### src/rtl/uart_transmitter_if.sv
// Purpose : handshake/serial bundle between a UART TX client and uart_transmitter.
// Ports   : tick (baud strobe), tx_start/tx_data (request), tx_ready/tx_busy/tx_done (status), tx_line (serial out).
// Modports: master = client side (drives request and tick), slave = transmitter side.
interface uart_transmitter_if #(
  parameter int DATA_BITS = 8
);
  logic                 tick;
  logic                 tx_start;
  logic [DATA_BITS-1:0] tx_data;
  logic                 tx_ready;
  logic                 tx_busy;
  logic                 tx_done;
  logic                 tx_line;

  modport master (
    output tick, tx_start, tx_data,
    input  tx_ready, tx_busy, tx_done, tx_line
  );

  modport slave (
    input  tick, tx_start, tx_data,
    output tx_ready, tx_busy, tx_done, tx_line
  );
endinterface

### src/rtl/uart_transmitter.sv
// Purpose : UART transmitter, serialises one DATA_BITS word into start/data/[parity]/stop, LSB first.
// Latency : accepts tx_start 1 clk after request, tx_line registered (changes 1 clk after qualifying tick).
// Backpressure: tx_start sampled only while tx_ready=1; requests while busy are dropped, no queueing.
// Ports   : clk_i, rst_i (sync, active-high), tx_if (slave modport of uart_transmitter_if).
module uart_transmitter #(
  parameter int DATA_BITS      = 8,
  parameter int TICKS_PER_BIT  = 16,
  parameter int STOP_BIT_TICKS = 16,
  parameter int PARITY_EN      = 0,
  parameter int PARITY_ODD     = 0
) (
  input  logic               clk_i,
  input  logic               rst_i,
  uart_transmitter_if.slave  tx_if
);

  localparam int MAX_TICKS = (TICKS_PER_BIT > STOP_BIT_TICKS) ? TICKS_PER_BIT : STOP_BIT_TICKS;
  localparam int TW        = (MAX_TICKS > 1) ? $clog2(MAX_TICKS) : 1;
  localparam int BW        = (DATA_BITS > 1) ? $clog2(DATA_BITS) : 1;

  localparam logic [TW-1:0] BIT_LAST  = TW'(TICKS_PER_BIT - 1);
  localparam logic [TW-1:0] STOP_LAST = TW'(STOP_BIT_TICKS - 1);
  localparam logic [BW-1:0] DATA_LAST = BW'(DATA_BITS - 1);

  typedef enum logic [2:0] {
    S_IDLE   = 3'd0,
    S_START  = 3'd1,
    S_DATA   = 3'd2,
    S_PARITY = 3'd3,
    S_STOP   = 3'd4
  } state_e;

  state_e               state_q, state_d;
  logic [TW-1:0]        tick_cnt_q, tick_cnt_d;
  logic [BW-1:0]        bit_cnt_q, bit_cnt_d;
  logic [DATA_BITS-1:0] shift_q, shift_d;
  logic                 parity_q, parity_d;
  logic                 tx_q, tx_d;
  logic                 done;

  always_ff @(posedge clk_i) begin
    if (rst_i) begin
      state_q    <= S_IDLE;
      tick_cnt_q <= '0;
      bit_cnt_q  <= '0;
      shift_q    <= '0;
      parity_q   <= 1'b0;
      tx_q       <= 1'b1;
    end else begin
      state_q    <= state_d;
      tick_cnt_q <= tick_cnt_d;
      bit_cnt_q  <= bit_cnt_d;
      shift_q    <= shift_d;
      parity_q   <= parity_d;
      tx_q       <= tx_d;
    end
  end

  // Next-state logic: every counter moves only on a tick, so tick-less cycles hold everything.
  always_comb begin
    state_d    = state_q;
    tick_cnt_d = tick_cnt_q;
    bit_cnt_d  = bit_cnt_q;
    shift_d    = shift_q;
    parity_d   = parity_q;
    done       = 1'b0;

    case (state_q)
      S_IDLE: begin
        if (tx_if.tx_start) begin
          shift_d    = tx_if.tx_data;
          parity_d   = (^tx_if.tx_data) ^ 1'(PARITY_ODD);
          tick_cnt_d = '0;
          state_d    = S_START;
        end
      end
      S_START: begin
        if (tx_if.tick) begin
          if (tick_cnt_q == BIT_LAST) begin
            tick_cnt_d = '0;
            bit_cnt_d  = '0;
            state_d    = S_DATA;
          end else begin
            tick_cnt_d = tick_cnt_q + 1'b1;
          end
        end
      end
      S_DATA: begin
        if (tx_if.tick) begin
          if (tick_cnt_q == BIT_LAST) begin
            shift_d    = shift_q >> 1;
            tick_cnt_d = '0;
            if (bit_cnt_q == DATA_LAST) begin
              state_d = (PARITY_EN != 0) ? S_PARITY : S_STOP;
            end else begin
              bit_cnt_d = bit_cnt_q + 1'b1;
            end
          end else begin
            tick_cnt_d = tick_cnt_q + 1'b1;
          end
        end
      end
      S_PARITY: begin
        if (tx_if.tick) begin
          if (tick_cnt_q == BIT_LAST) begin
            tick_cnt_d = '0;
            state_d    = S_STOP;
          end else begin
            tick_cnt_d = tick_cnt_q + 1'b1;
          end
        end
      end
      S_STOP: begin
        if (tx_if.tick) begin
          if (tick_cnt_q == STOP_LAST) begin
            // A reset landing on the final stop tick aborts the frame, so no completion pulse.
            done       = ~rst_i;
            tick_cnt_d = '0;
            state_d    = S_IDLE;
          end else begin
            tick_cnt_d = tick_cnt_q + 1'b1;
          end
        end
      end
      default: begin
        state_d    = S_IDLE;
        tick_cnt_d = '0;
        bit_cnt_d  = '0;
      end
    endcase
  end

  // Line level is decoded from the next state and registered, so the pin never glitches and
  // moves exactly one clock after the tick that caused the transition.
  always_comb begin
    tx_d = 1'b1;
    case (state_d)
      S_IDLE:   tx_d = 1'b1;
      S_START:  tx_d = 1'b0;
      S_DATA:   tx_d = shift_d[0];
      S_PARITY: tx_d = parity_d;
      S_STOP:   tx_d = 1'b1;
      default:  tx_d = 1'b1;
    endcase
  end

  assign tx_if.tx_ready = (state_q == S_IDLE);
  assign tx_if.tx_busy  = (state_q != S_IDLE);
  assign tx_if.tx_done  = done;
  assign tx_if.tx_line  = tx_q;

endmodule

### src/flat_wrapper.sv
// flat-port wrapper written by rule: the top's interface ports become plain ports
module uart_transmitter_flat 
#(
  parameter int DATA_BITS      = 8,
  parameter int TICKS_PER_BIT  = 16,
  parameter int STOP_BIT_TICKS = 16,
  parameter int PARITY_EN      = 0,
  parameter int PARITY_ODD     = 0
)
  (clk_i, rst_i, tx_if_tick, tx_if_tx_start, tx_if_tx_data, tx_if_tx_ready, tx_if_tx_busy, tx_if_tx_done, tx_if_tx_line);
  uart_transmitter_if #(.DATA_BITS(DATA_BITS)) tx_if_i ();
  input  logic clk_i;
  input  logic rst_i;
  input wire logic [$bits(tx_if_i.tick)-1:0] tx_if_tick;
  input wire logic [$bits(tx_if_i.tx_start)-1:0] tx_if_tx_start;
  input wire logic [$bits(tx_if_i.tx_data)-1:0] tx_if_tx_data;
  output wire logic [$bits(tx_if_i.tx_ready)-1:0] tx_if_tx_ready;
  output wire logic [$bits(tx_if_i.tx_busy)-1:0] tx_if_tx_busy;
  output wire logic [$bits(tx_if_i.tx_done)-1:0] tx_if_tx_done;
  output wire logic [$bits(tx_if_i.tx_line)-1:0] tx_if_tx_line;
  assign tx_if_i.tick = tx_if_tick;
  assign tx_if_i.tx_start = tx_if_tx_start;
  assign tx_if_i.tx_data = tx_if_tx_data;
  assign tx_if_tx_ready = tx_if_i.tx_ready;
  assign tx_if_tx_busy = tx_if_i.tx_busy;
  assign tx_if_tx_done = tx_if_i.tx_done;
  assign tx_if_tx_line = tx_if_i.tx_line;
  uart_transmitter #(.DATA_BITS(DATA_BITS), .TICKS_PER_BIT(TICKS_PER_BIT), .STOP_BIT_TICKS(STOP_BIT_TICKS), .PARITY_EN(PARITY_EN), .PARITY_ODD(PARITY_ODD)) u_core (.clk_i(clk_i), .rst_i(rst_i), .tx_if(tx_if_i));
endmodule
### config.mk
export PLATFORM = sky130hd
export DESIGN_NAME = uart_transmitter_flat
export DESIGN_NICKNAME = d
export VERILOG_FILES = /design/src/rtl/uart_transmitter_if.sv /design/src/rtl/uart_transmitter.sv /design/src/flat_wrapper.sv
export SDC_FILE = /design/constraint.sdc
export NUM_CORES = 1
export LEC_CHECK = 0
export CAP_MARGIN = 10
export CORE_MARGIN = 2
export CORE_UTILIZATION = 40
export CTS_CLUSTER_DIAMETER = 30
export DETAILED_ROUTE_END_ITERATION = 10
export MAX_ROUTING_LAYER = met4
export SLEW_MARGIN = 20
export SYNTH_ARGS = -nofsm -noshare
export SYNTH_HDL_FRONTEND = slang
export SYNTH_SLANG_ARGS = --single-unit
### constraint.sdc
create_clock -name clk_i -period 3.67 [get_ports clk_i]
set_clock_uncertainty 0.2 [all_clocks]
set_input_delay 0.734 -clock clk_i [delete_from_list [all_inputs] [get_ports clk_i]]
set_output_delay 0.734 -clock clk_i [all_outputs]
set_load 0.02 [all_outputs]
==> summary.txt <==
Global route
  • Initial antenna violation count: 0
  • Vias in the first global route: 857
  • Total GRT Usage: between 10% and 20%
  • Largest net degree at the start of global routing: 21
  • First-pass GRT wire length: 3.74 mm
  • GR Overflow Total: 0

Synthesis
  • Share of the synthesized area in the top cell type: 37.7%
  • Synthesized area: between 0.001 and 0.0015 mm²
  • Yosys warns: 0
  • Area contributors post-synth: dfxtp_1 (38%), a21oi_1 (7.5%), xnor2_1 (5.8%)
  • Syn Inst Count: 122
  • Syn Area/Cell: 8.70 µm²
  • Syn_nets: 137
  • Leading area contributor after synthesis: dfxtp_1
  • Sequential element share of the synthesized area: 37.7%
  • Yosys reg bits: 20
  • Synth unique cells: 37

Clocking
  • Clk_lat worst skew: 0.30 ns
  • H-tree Lvls: 1
  • CTS tree: built
  • Clock slew at reported path FFs: between 0.1 and 0.15 ns
  • Root Buffer: clkbuf_4
  • PostCTS Resize Cnt: 0
  • Total CTS buffers: 3
  • CTS Buffer Depth: 2
  • Cts-stage hold buffer count: 0
  • CTS sink count: 20
  • # Post-CTS Setup Buffers: 0

Final layout
  • Storage cell area: ~400 µm²
  • Number of filler cells placed in the layout: 251
  • Area Overhead vs Synth: 19.9%
  • Fraction of layout cells with a size suffix above 1: 8.82%
  • Multi-input combinational cell area: 598 µm²
  • Ant. Diodes: 0
  • Final-stage net count: 152

Critical path
  • CP max FO: 4
  • CP Class: in -> out
  • WP buf/inv: 2
  • Crit. End Element: primary output
  • CP max stage delay: 0.63 ns
  • Cell family with the largest share of critical-path delay: buffers and inverters
  • Crit path cell chain: clkdlybuf4s50_1 -> nand4_1 -> nor3_1 -> clkdlybuf4s50_1
  • CP most frequent cell: clkdlybuf4s50_1
  • CP max stage cell: clkdlybuf4s50_1
  • CP arrival: 2.29 ns
  • Worst path required time: 2.74 ns
  • Critical Path Start Type: input pin

Timing
  • RSZ-0062 raised after global routing: no
  • Worst hold slack: roughly 0.26 ns
  • Rel. slew slack: 75.0%
  • # setup viols final: 0
  • Worst Tran Pin Value: 0.376 ns
  • Final Hold Fails: 0
  • Tcrit/Tclk final: approximately 88%
  • Max Slew Vio Count: 0
  • Tmin final: 3.22 ns
  • Setup TNS: 0 ns
  • Achievable frequency: 310 MHz

Pwr
  • P_leak: 0.000430 µW
  • Cell Pwr Density: 389 mW/mm²
  • Peak VDD IR: about 0.29 mV

Die
  • Die X: ~56 µm
  • Ports: 16
  • Row count: 18
  • Die Area: roughly 0.0031 mm²
  • Core Region: 0.00250 mm²
  • Initial Util: 42.4%
  • Die height: between 50 and 60 µm

Routing
  • DR WL/cell: approximately 13 µm
  • Final antenna-violating net count: 0
  • Routed WL: 2.10 mm
  • Residual DRC count: 0
  • Routed via count: 923
  • Initial DRC Count: 14
  • Detailed Routing Iterations Pass 1: 6
  • Vias/cell: around 5.6

Placement
  • Routability congestion estimate: roughly 0.80
  • Port-buffer cells: 15
  • Detail Placement HPWL: 1.58 mm

Hold path
  • Tightest Hold Check Type: reg -> reg

Outcome
  • Status: finished, final reports clean

Run
  • Max-Cap Viols: 0
## final timing paths
kind / to / from / depth (start not counted) / slack (ns)
worst min register to register: u_core.shift_q[1]$_SDFFE_PP0P_ / u_core.shift_q[1]$_SDFFE_PP0P_ / 2 / 0.26
worst max register to register: u_core.tx_if.tx_line$_SDFF_PP1_ / u_core.state_q[1]$_SDFF_PP0_ / 5 / 1.38
worst min-delay path: u_core.shift_q[1]$_SDFFE_PP0P_ / u_core.shift_q[1]$_SDFFE_PP0P_ / 2 / 0.26
worst max-delay path: tx_if_tx_done / tx_if_tick / 4 / 0.45
## cells in the mapped netlist
master and n:
o22ai_4 1, nand2b_1 1, or4_1 2, buf_2 2, a31oi_1 1, o21ai_1 4, dfxtp_1 20, a211oi_2 1
o32ai_1 1, a22o_1 1, nor2_2 1, o21ba_1 1, and4_1 1, or3b_1 1, a22oi_1 6, nand2_1 10
nor2_4 2, xnor2_1 7, o21ai_0 3, nor3_1 6, ha_1 3, o221ai_1 1, inv_1 5, buf_6 2
or3_1 2, a2111o_1 1, clkbuf_1 3, a2bb2oi_1 1, a21oi_1 16, nor2_1 5, xor2_1 1, a211oi_1 1
a21o_1 1, nand2_4 1, nand4_1 2, nand3_1 4, o32a_1 1
## layout make-up
class / count / share of cell area [%]
flip-flops and latches: 20 / 31.5
inverters: 5 / 1.47
clock buffers: 3 / 1.77
repair buffers: 17 / 13.0
well taps: 30 / 2.95
multi-input cells: 90 / 47.0
clock inverters: 1 / 2.36
## metal layers
metal / vias to the layer above / global-route usage [%] / share of wire, % / wire length [µm]
met5: - / - / 0 / 0
met4: 0 / 4.18 / 0.86 / 18
met3: 2 / 4.92 / 4.1 / 87
met2: 15 / 25.7 / 49 / 1030
met1: 431 / 18.6 / 46 / 964
li1: 475 / - / - / -
## worst reg2reg max path, delay by kind of cell, from the launching register on
kind | cells | cell delay [ns]
AOI/OAI and AO/OA | 2 | 0.58
DFF | 1 | 0.40
and+or+nand+nor | 3 | 1.02
## report_power, final
part | total [µW] | switching (µW) | internal (µW) | leakage, µW
Clock | 179 | 69.0 | 110 | 0.0000279
Sequential | 233 | 6.27 | 227 | 0.000163
Combinational | 81.7 | 41.3 | 40.3 | 0.000239
## cells by family after synthesis
group                      synth area share [%]
and+or+nand+nor                            19.8
buffers and inverters                      5.90
DFF                                        37.7
adders and majority gates                  3.54
xor gates and xnor gates                   6.60
AOI/OAI and AO/OA                          26.4
## placed cells by master (no fill, tap or decap), types with 2 or more instances in the layout
cell,n
or4_1,2
nand2_1,10
buf_4,2
clkdlybuf4s50_1,15
a21oi_1,16
clkbuf_4,3
inv_1,5
dfxtp_1,20
ha_1,3
nor3_1,6
nand3_1,4
o21ai_0,3
nor2_4,2
or3_1,2
nand4_1,2
xnor2_1,7
nor2_1,5
o21ai_1,4
a22oi_1,6
## per-stage QoR
step / power (µW) / cells / setup WS, ns / cell area [µm²] / utilization (%)
2_1_floorplan: 293 / 122 / 1.26 / 1060 / -
3_3_place_gp: 319 / 162 / 0.445 / 1220 / 48.8
3_5_place_dp: 321 / 162 / 0.436 / 1220 / 48.8
4_1_cts: 502 / 166 / 0.430 / 1270 / 50.9
5_1_grt: 522 / 166 / 0.385 / 1270 / 50.9
6_report: 495 / 166 / 0.448 / 1270 / 50.9
## registers in the layout (all words and copies together), names as in the netlist
signal                cells
u_core.bit_cnt_q          3
u_core.parity_q           1
u_core.shift_q            8
u_core.state_q            3
u_core.tick_cnt_q         4
u_core.tx_if.tx_line      1
(Power assumes the default switching activity.)
